### src/rtl/bka_multiword_adder_seq.sv
// Multi-precision adder sequencer: streams one word pair per cycle through an
// external combinational adder, rippling the carry between words in a register.
module bka_multiword_adder_seq #(
  parameter int unsigned WIDTH = 31,
  parameter int unsigned WORDS = 4
) (
  input  logic                     clk,
  input  logic                     reset,
  input  logic                     start,
  input  logic [WIDTH*WORDS-1:0]   op_a,
  input  logic [WIDTH*WORDS-1:0]   op_b,
  input  logic                     cin,
  output logic                     busy,
  output logic                     done,
  output logic [WIDTH*WORDS-1:0]   sum,
  output logic                     cout,
  output logic [WIDTH-1:0]         adder_a,
  output logic [WIDTH-1:0]         adder_b,
  output logic                     adder_cin,
  input  logic [WIDTH-1:0]         adder_s,
  input  logic                     adder_cout
);

  localparam int unsigned TOTAL = WIDTH * WORDS;
  localparam int unsigned IDXW  = (WORDS > 1) ? $clog2(WORDS) : 1;
  localparam logic [IDXW-1:0] LAST_IDX = IDXW'(WORDS - 1);

  typedef enum logic [1:0] {IDLE, ADD, DONE} state_t;

  state_t          state;
  logic [IDXW-1:0] idx;
  logic            carry;
  logic [TOTAL-1:0] a_reg;
  logic [TOTAL-1:0] b_reg;
  logic [WIDTH-1:0] a_word;
  logic [WIDTH-1:0] b_word;

  // Select the operand words addressed by idx.
  always_comb begin
    a_word = '0;
    b_word = '0;
    for (int w = 0; w < int'(WORDS); w++) begin
      if (idx == IDXW'(w)) begin
        a_word = a_reg[w*WIDTH +: WIDTH];
        b_word = b_reg[w*WIDTH +: WIDTH];
      end
    end
  end

  // The adder sees live operands only while a word is being summed.
  assign adder_a   = (state == ADD) ? a_word : '0;
  assign adder_b   = (state == ADD) ? b_word : '0;
  assign adder_cin = (state == ADD) ? carry  : 1'b0;

  always_ff @(posedge clk) begin
    if (reset) begin
      state <= IDLE;
      idx   <= '0;
      carry <= 1'b0;
      a_reg <= '0;
      b_reg <= '0;
      sum   <= '0;
      cout  <= 1'b0;
      busy  <= 1'b0;
      done  <= 1'b0;
    end else begin
      case (state)
        IDLE: begin
          done <= 1'b0;
          if (start) begin
            a_reg <= op_a;
            b_reg <= op_b;
            carry <= cin;
            idx   <= '0;
            busy  <= 1'b1;
            state <= ADD;
          end
        end
        ADD: begin
          for (int w = 0; w < int'(WORDS); w++) begin
            if (idx == IDXW'(w)) sum[w*WIDTH +: WIDTH] <= adder_s;
          end
          carry <= adder_cout;
          if (idx == LAST_IDX) begin
            cout  <= adder_cout;
            done  <= 1'b1;
            state <= DONE;
          end else begin
            idx <= idx + IDXW'(1);
          end
        end
        DONE: begin
          done  <= 1'b0;
          busy  <= 1'b0;
          state <= IDLE;
        end
        default: state <= IDLE;
      endcase
    end
  end

endmodule

### config.mk
export PLATFORM = sky130hd
export DESIGN_NAME = bka_multiword_adder_seq
export DESIGN_NICKNAME = d
export VERILOG_FILES = /design/src/rtl/bka_multiword_adder_seq.sv
export SDC_FILE = /design/constraint.sdc
export NUM_CORES = 1
export LEC_CHECK = 0
export BUFFER_PORTS_ARGS = -buffer_cell sky130_fd_sc_hd__buf_2
export CAP_MARGIN = 20
export CORE_MARGIN = 1.5
export CORE_UTILIZATION = 30
export DETAILED_ROUTE_END_ITERATION = 8
export SYNTH_ARGS = -nofsm -noshare
export SYNTH_HDL_FRONTEND = slang
export SYNTH_SLANG_ARGS = --single-unit
### constraint.sdc
create_clock -name clk -period 3.68 [get_ports clk]
set_input_delay 0 -clock clk [delete_from_list [all_inputs] [get_ports clk]]
set_output_delay 0 -clock clk [all_outputs]
set_load 0.01 [all_outputs]
* After elaboration in Yosys (flattened, before gate mapping)
Index checks and enable logic that the tools add are counted.
** Operators by class
- Muxes and demuxes :: 23
- Reductions and logical operators :: 16
- Equal/unequal tests :: 8
- Add/sub/neg operators :: 1
** Operator list (number)
- 31-bit two-way mux :: 10
- 2-bit AND reduction :: 9
- 2-bit two-way mux :: 4
- 2-bit one-hot mux with 2 select lines :: 2
- 2-bit == test, second input constant :: 3
- 2-bit inequality test, second input constant :: 3
- 1-bit one-hot mux with 2 select lines :: 3
- 2-bit nonzero test :: 3
- 2-bit by 1-bit == test with 1-bit output, second input constant :: 2
- 2-bit zero test :: 2
- 1-bit two-way mux :: 4
- 3-bit AND reduction :: 1
- 2-bit by 1-bit adder with 2-bit output, second input constant :: 1
- 2-bit OR reduction :: 1
** Word-level totals
- Bits of input ports :: 284
- Bits in registers :: 380

* Depth between registers and ports, before layout
Gate-level depths: netlist of the first run.
- Word-level depth :: 6
- Mapped depth :: 8
- Gate-level depth less buffers :: 5

* Least setup slack after synthesis of the first run
Ideal clock, no wire load.
- Kind :: register to output
- Start point :: register idx[0]
- End point :: output adder_a[30]
- Data arrival time :: 1.635 ns
- Stages on the path, launching flop included :: 8
- Buffers on the path :: 3
- Slack :: 2.045 ns
- Cells stage by stage :: dfxtp_1 -> inv_1 -> ha_1 -> buf_2 -> buf_2 -> buf_2 -> nor2b_1 -> o41ai_1
** Between the ends
- Longest elaborated chain between the ends :: 6
- Elaborated cells between the ends (all ways) :: 9
- Classes of those cells :: 3 x eq/ne; 5 x mux; 1 x reduce/logical
** Ends and longest elaborated chain
- start, declared :: line 31 : logic [IDXW-1:0] idx;
- start signal, assigned :: line 89 : idx <= idx + IDXW'(1);
- 2-bit zero test :: line 43 : if (idx == IDXW'(w)) begin
- 31-bit two-way mux (3 in series) :: line 43
- 31-bit two-way mux (*) :: line 43
- 31-bit two-way mux (*) :: line 51 : assign adder_a = (state == ADD) ? a_word : '0;
- end, declared :: line 17 : output logic [WIDTH-1:0] adder_a,
Every way passes the cells marked *; elsewhere a longest branch is shown, timed or not.

* Worst setup path after layout of the first run
- Start point :: register idx[0]
- End point :: output adder_b[2]
** Between the ends
- Longest elaborated chain between the ends :: 6
- Elaborated cells between the ends (all ways) :: 9
- Classes of those cells :: 3 x eq/ne; 5 x mux; 1 x reduce/logical
** Ends and longest elaborated chain
- 2-bit zero test :: line 43
- 31-bit two-way mux (3 in series) :: line 43
- 31-bit two-way mux (*) :: line 43
- 31-bit two-way mux (*) :: line 52 : assign adder_b = (state == ADD) ? b_word : '0;
- end, declared :: line 18 : output logic [WIDTH-1:0] adder_b,
Marks and branches as above.

==> impl_metrics.env, run 1 <==
export IMPL_maxClockFrequency_ghz=0.3085
export IMPL_yosys_cell_types_count=27
export IMPL_synthesis_nets=2257
export IMPL_wl_per_cell_microns=17.91
export IMPL_leakage_nw=9.210
export IMPL_yosysTopAreaCellShare=0.5023
export IMPL_holdWs_ns=0.2198
export IMPL_syn_area_sq_um=15150
export IMPL_drv_slew=0
export IMPL_synth_top_family_by_area="simple AND/OR/NAND/NOR gates"
export IMPL_drive_gt1_frac=0.2192
export IMPL_grt_use_total=0.2192
export IMPL_setup_tns_final_ns=0
export IMPL_tritoncts="done"
export IMPL_stdcell_area_sq_um=22330
export IMPL_yosysWarnings=0
export IMPL_grt_pass1_wl_mm=89.57
export IMPL_num_rows=82
export IMPL_crit_required_ns=3.68
export IMPL_fin_skew_ns=0.01878
export IMPL_synthCells=1969
export IMPL_place_hpwl_mm=36.86
export IMPL_synth_xor_area_frac=0
export IMPL_fin_nets=2905
export IMPL_grt_pass1_vias=16420
export IMPL_via_count=16800
export IMPL_clk_latency_ns=0.56
export IMPL_clk_pin_slew_ns=0.06
export IMPL_dieArea_sq_um=51840
export IMPL_htree_levels=2
export IMPL_clock_root_buffer="clkbuf_16"
export IMPL_hp_class="input port to flip-flop"
export IMPL_grt_max_degree=157
export IMPL_synth_area_top_cells="dfxtp_1 50%, nand2_1 19%, a21oi_1 12%"
export IMPL_setup_violations=0
export IMPL_hold_viol_final=0
export IMPL_power_density_nw_per_um2=464.4
export IMPL_fp_dieW_microns=227.7
export IMPL_gr_usage_met1=0.2645
export IMPL_synth_edf_count=0
export IMPL_synth_simple_gate_area_frac=0.2403
export IMPL_yosysMostFrequentCell="nand2_1"
export IMPL_synth_flop_cell="dfxtp_1"
export IMPL_start_util=0.3031
export IMPL_die_h_microns=227.7
export IMPL_drv_cap=0
export IMPL_vdd_drop_max_uv=315.2
export IMPL_io_buffers=473
export IMPL_vias_per_cell=5.035
export IMPL_yosys_top_cells_count="748 x nand2_1, 380 x dfxtp_1, 377 x a21oi_1, 89 x buf_2, 77 x clkbuf_1"
export IMPL_start_kind="flip-flop"
export IMPL_layout_min_cycle_time_ns=3.242
export IMPL_globalRouteMet2Util=0.3603
export IMPL_globalRouteOverflowTotal=0
export IMPL_clock_sinks=380
export IMPL_cts_max_path_buffers=3
export IMPL_r2r_end="carry"
export IMPL_ctsResizeCount=0
export IMPL_synth_compound_area_frac=0.1987
export IMPL_crit_start="idx[0]"
export IMPL_top_usage_layer="met2"
export IMPL_drt_iter0_drc=964
export IMPL_period_share=0.8809
export IMPL_status="completed"
export IMPL_r2r_cells=4
export IMPL_synth_mux_area_frac=0
export IMPL_core_area_sq_um=49970
export IMPL_final_cells=3336
export IMPL_crit_fanout=40
export IMPL_pin_count=474
export IMPL_dpl_cell_area_sq_um=17910
export IMPL_wl_mm=59.76
export IMPL_relSlewSlack=0.2798
export IMPL_rsz0062_at_grt="no"
export IMPL_numCtsBuffers=44
export IMPL_gp_congestion=0.8499
export IMPL_grt_use_met3=0.05566
export IMPL_yosys_register_bits=380
export IMPL_arrival_ns=3.24
export IMPL_antenna_found_initial=12
export IMPL_final_util=0.4469
export IMPL_syn_avg_cell_area_sq_um=7.692
export IMPL_synth_seq_area_share=0.5023
export IMPL_area_delta_synth_final_pct=47.44
export IMPL_synth_top_area_cell="dfxtp_1"
export IMPL_dp_cells=2956
export IMPL_max_slew_worst_pin_slew_ns=1.080
export IMPL_synth_fa_ha_area_frac=0.003304
export IMPL_timing_rr_start="state[0]"
export IMPL_drc=0
export IMPL_synthArstFlopShare=0
export IMPL_cp_end_kind="output port"
export IMPL_endpoint="adder_b[2]"
export IMPL_ant_nets=0
export IMPL_worst_setup_path_type="flip-flop to output port"
export IMPL_r2r_slack_ns=1.24
export IMPL_drtPass1Iterations=7
[placed cells by master (no fill, tap or decap), drive strengths merged, types with 2 or more instances in the layout]
master       instances
nand2              748
buf                498
dfxtp              380
a21oi              377
dlygate4sd3        287
nor2b               64
nand3               63
a221oi              62
o41ai               62
clkbuf              58
clkinv              14
diode               13
inv                  7
bufinv               5
and3b                4
nand3b               4
ha                   4
nor2                 2
nor3                 2
[area by class of cell]
cell class | instances | area (sq um)
Antenna cell | 13 | 32.53
Clock buffer | 58 | 1255
Clock inverter | 22 | 256.5
Fill cell | 4916 | 27630
Inverter | 5 | 18.77
Multi-Input combinational cell | 1401 | 6758
Sequential cell | 380 | 7607
Tap cell | 672 | 840.8
Timing Repair Buffer | 785 | 5563
[power by group]
part	total, mW	switching, mW	internal, mW
Clock	4.57	1.82	2.76
Combinational	1.36	0.767	0.593
Sequential	4.44	0.119	4.32
[worst min-delay path by stage]
stage               cells after the start       from    endpoint
floorplan                               2    op_a[0]    a_reg[0]
global placement                        3   op_b[85]   b_reg[85]
detailed placement                      3   op_b[87]   b_reg[87]
CTS                                     4   op_b[87]   b_reg[87]
global route                            4  op_b[117]  b_reg[117]
finish                                  4   op_b[87]   b_reg[87]
[metal layers]
metal | part of all wire | vias up
met3 | 0.081 | 211
met1 | 0.40 | 7875
met5 | 0.00044 | -
met4 | 0.048 | 4
li1 | - | 7946
met2 | 0.47 | 760
[worst max-delay path: stages, from the launching register on]
cell,delay (ns)
dfxtp_1,0.45
ha_2,0.62
buf_4,0.57
a221oi_1,0.21
o41ai_1,0.52
buf_2,0.23
[cell families after synthesis]
family | after synthesis
buf+inv | 188
simple gates | 891
fa+ha+maj | 4
flops | 380
compound gates | 506
[what timing repair did]
action                                  CTS  global route
hold buffers                            287             0
endpoints found under the setup margin    0             0
buffers inserted                          0             0
hold endpoints to repair                377             0
[per-stage QoR]
step           setup slack (ns)  power (mW)
2_1_floorplan             2.045       5.134
3_3_place_gp              1.170       5.593
3_5_place_dp              1.074       5.622
4_1_cts                  0.4371       10.47
5_1_grt                  0.2353       10.80
6_report                 0.4384       10.37
No activity file was read; power rests on OpenSTA's default activity.
==> run 2: changes to the inputs <==
- CTS_BUF_LIST: unset -> sky130_fd_sc_hd__clkbuf_2 sky130_fd_sc_hd__clkbuf_4 sky130_fd_sc_hd__clkbuf_8
==> impl_metrics.env, run 2 (same netlist as run 1, synthesis figures left out) <==
export IMPL_rsz0062_at_grt="no"
export IMPL_io_buffers=473
export IMPL_worst_setup_path_type="flip-flop to output port"
export IMPL_grt_max_degree=157
export IMPL_grt_pass1_wl_mm=89.85
export IMPL_sequentialPowerShare=0.438
export IMPL_numCtsBuffers=70
export IMPL_via_count=17040
export IMPL_critPathMaxStageDelay_ns=0.63
export IMPL_crit_required_ns=3.68
export IMPL_maxClockFrequency_ghz=0.3007
export IMPL_drive_gt1_frac=0.2312
export IMPL_fin_skew_ns=0.03270
export IMPL_layout_min_cycle_time_ns=3.325
export IMPL_clock_sinks=380
export IMPL_crit_chain="ha_2, buf_4, a221oi_1, o41ai_1, buf_2"
export IMPL_grt_pass1_vias=16750
export IMPL_die_h_microns=227.7
export IMPL_setup_tns_final_ns=0
export IMPL_hp_class="input port to flip-flop"
export IMPL_wl_mm=59.76
export IMPL_power_frac_clock=0.427
export IMPL_p_sw_mw=2.701
export IMPL_hold_viol_final=0
export IMPL_wl_per_cell_microns=17.73
export IMPL_drc=0
export IMPL_dieArea_sq_um=51840
export IMPL_fp_dieW_microns=227.7
export IMPL_setup_violations=0
export IMPL_holdWs_ns=0.1533
export IMPL_cts_max_path_buffers=3
export IMPL_leakage_nw=9.245
export IMPL_arrival_ns=3.33
export IMPL_place_hpwl_mm=36.86
export IMPL_start_util=0.3031
export IMPL_drv_slew=0
export IMPL_fin_nets=2934
export IMPL_htree_levels=3
export IMPL_cpLargestDelayFamily="buffers and inverters"
export IMPL_vdd_drop_max_uv=272.6
export IMPL_layout_common_cells="748 x nand2_1, 472 x buf_2, 380 x dfxtp_1, 377 x a21oi_1, 290 x dlygate4sd3_1"
export IMPL_grt_use_total=0.2204
export IMPL_max_slew_worst_pin_slew_ns=1.078
export IMPL_ctsResizeCount=0
export IMPL_clk_pin_slew_ns=0.06
export IMPL_clock_root_buffer="clkbuf_8"
export IMPL_period_share=0.9036
export IMPL_cts_setup_buffers=0
export IMPL_p_int_mw=7.435
export IMPL_antenna_found_initial=10
export IMPL_core_area_sq_um=49970
export IMPL_relSlewSlack=0.2811
export IMPL_drtPass1Iterations=8
export IMPL_globalRouteOverflowTotal=0
export IMPL_pin_count=474
export IMPL_drt_iter0_drc=1042
export IMPL_ant_nets=0
export IMPL_tritoncts="done"
export IMPL_area_delta_synth_final_pct=47.43
export IMPL_worst_path_buf_inv=2
export IMPL_vias_per_cell=5.056
export IMPL_num_rows=82
export IMPL_final_common_cell="nand2_1"
export IMPL_power_density_nw_per_um2=453.9
export IMPL_p_sw_frac=0.2665
export IMPL_comb_power_share=0.135
export IMPL_crit_slowest_cell="ha_2"
export IMPL_status="completed"
export IMPL_crit_fanout=40
export IMPL_drv_cap=0
export IMPL_start_kind="flip-flop"
export IMPL_clk_latency_ns=0.63
export IMPL_cp_end_kind="output port"
export IMPL_gp_congestion=0.8499
run 2: cell types whose count changed in the layout (fill, tap and decap cells not counted), sizes merged:
| cell | before | now |
|---|---|---|
| clkinv | 14 | 5 |
| clkinvlp | 1 | 3 |
| bufinv | 5 | 3 |
| clkbuf | 58 | 103 |
| diode | 13 | 9 |
| dlygate4sd3 | 287 | 290 |
run 2: per-stage QoR:
| step | cells | setup WS, ns | util | instance area [sq um] | total power [mW] |
|---|---|---|---|---|---|
| final | 3371 | 0.3549 | 0.4469 | 22330 | 10.14 |
| after global routing | 3367 | 0.1331 | 0.4467 | 22320 | 10.57 |
| after CTS | 3362 | 0.3315 | 0.4464 | 22310 | 10.24 |
| after detailed placement | 2956 | 1.074 | 0.3585 | 17910 | 5.622 |
| after global placement | 2956 | 1.170 | 0.3585 | 17910 | 5.593 |
| after floorplan | 1969 | 2.045 | - | 15150 | 5.134 |
run 2: power groups by stage:
stage               registers, mW  logic, mW  clock network [mW]
floorplan                    4.50      0.633                   0
global placement             4.52       1.07                   0
detailed placement           4.52       1.10                   0
CTS                          4.44       1.35                4.45
global route                 4.46       1.49                4.62
finish                       4.44       1.37                4.33
run 2: area by class of cell:
type	count	area, sq um
well taps	672	840.8
fillers	4894	27640
clock inverters	13	158.9
diodes	9	22.52
repair buffers	788	5593
inverters	5	18.77
clock buffers	103	1330
flip-flops and latches	380	7607
multi-input cells	1401	6758
run 2: worst paths after layout:
| check | start | end | slack [ns] | depth (start not counted) |
|---|---|---|---|---|
| worst min-delay path | op_b[87] | b_reg[87] | 0.15 | 4 |
| worst max-delay path | idx[0] | adder_b[2] | 0.35 | 5 |
| worst max register to register | state[0] | carry | 1.25 | 4 |
| worst min register to register | sum[41] | sum[41] | 0.45 | 2 |
run 2: worst reg2reg max path, delay by kind of cell, from the launching register on:
kind	cells	cell delay [ns]
AO/OA/AOI/OAI	1	0.40
buffers and inverters	1	0.55
flip-flops	1	0.66
AND/OR/NAND/NOR	2	0.70
run 2: layer usage:
| layer | vias to the layer above | GRT usage | wire, microns |
|---|---|---|---|
| met4 | 6 | 0.1113 | 2791 |
| met1 | 7991 | 0.2637 | 24180 |
| met5 | - | 0 | 32 |
| li1 | 7997 | - | - |
| met3 | 215 | 0.06286 | 4922 |
| met2 | 835 | 0.3608 | 27830 |
run 2: repair_timing:
item | 4_1_cts | 5_1_grt
setup endpoints to repair | 0 | 0
hold buffers | 290 | 0
hold endpoints to repair | 378 | 0
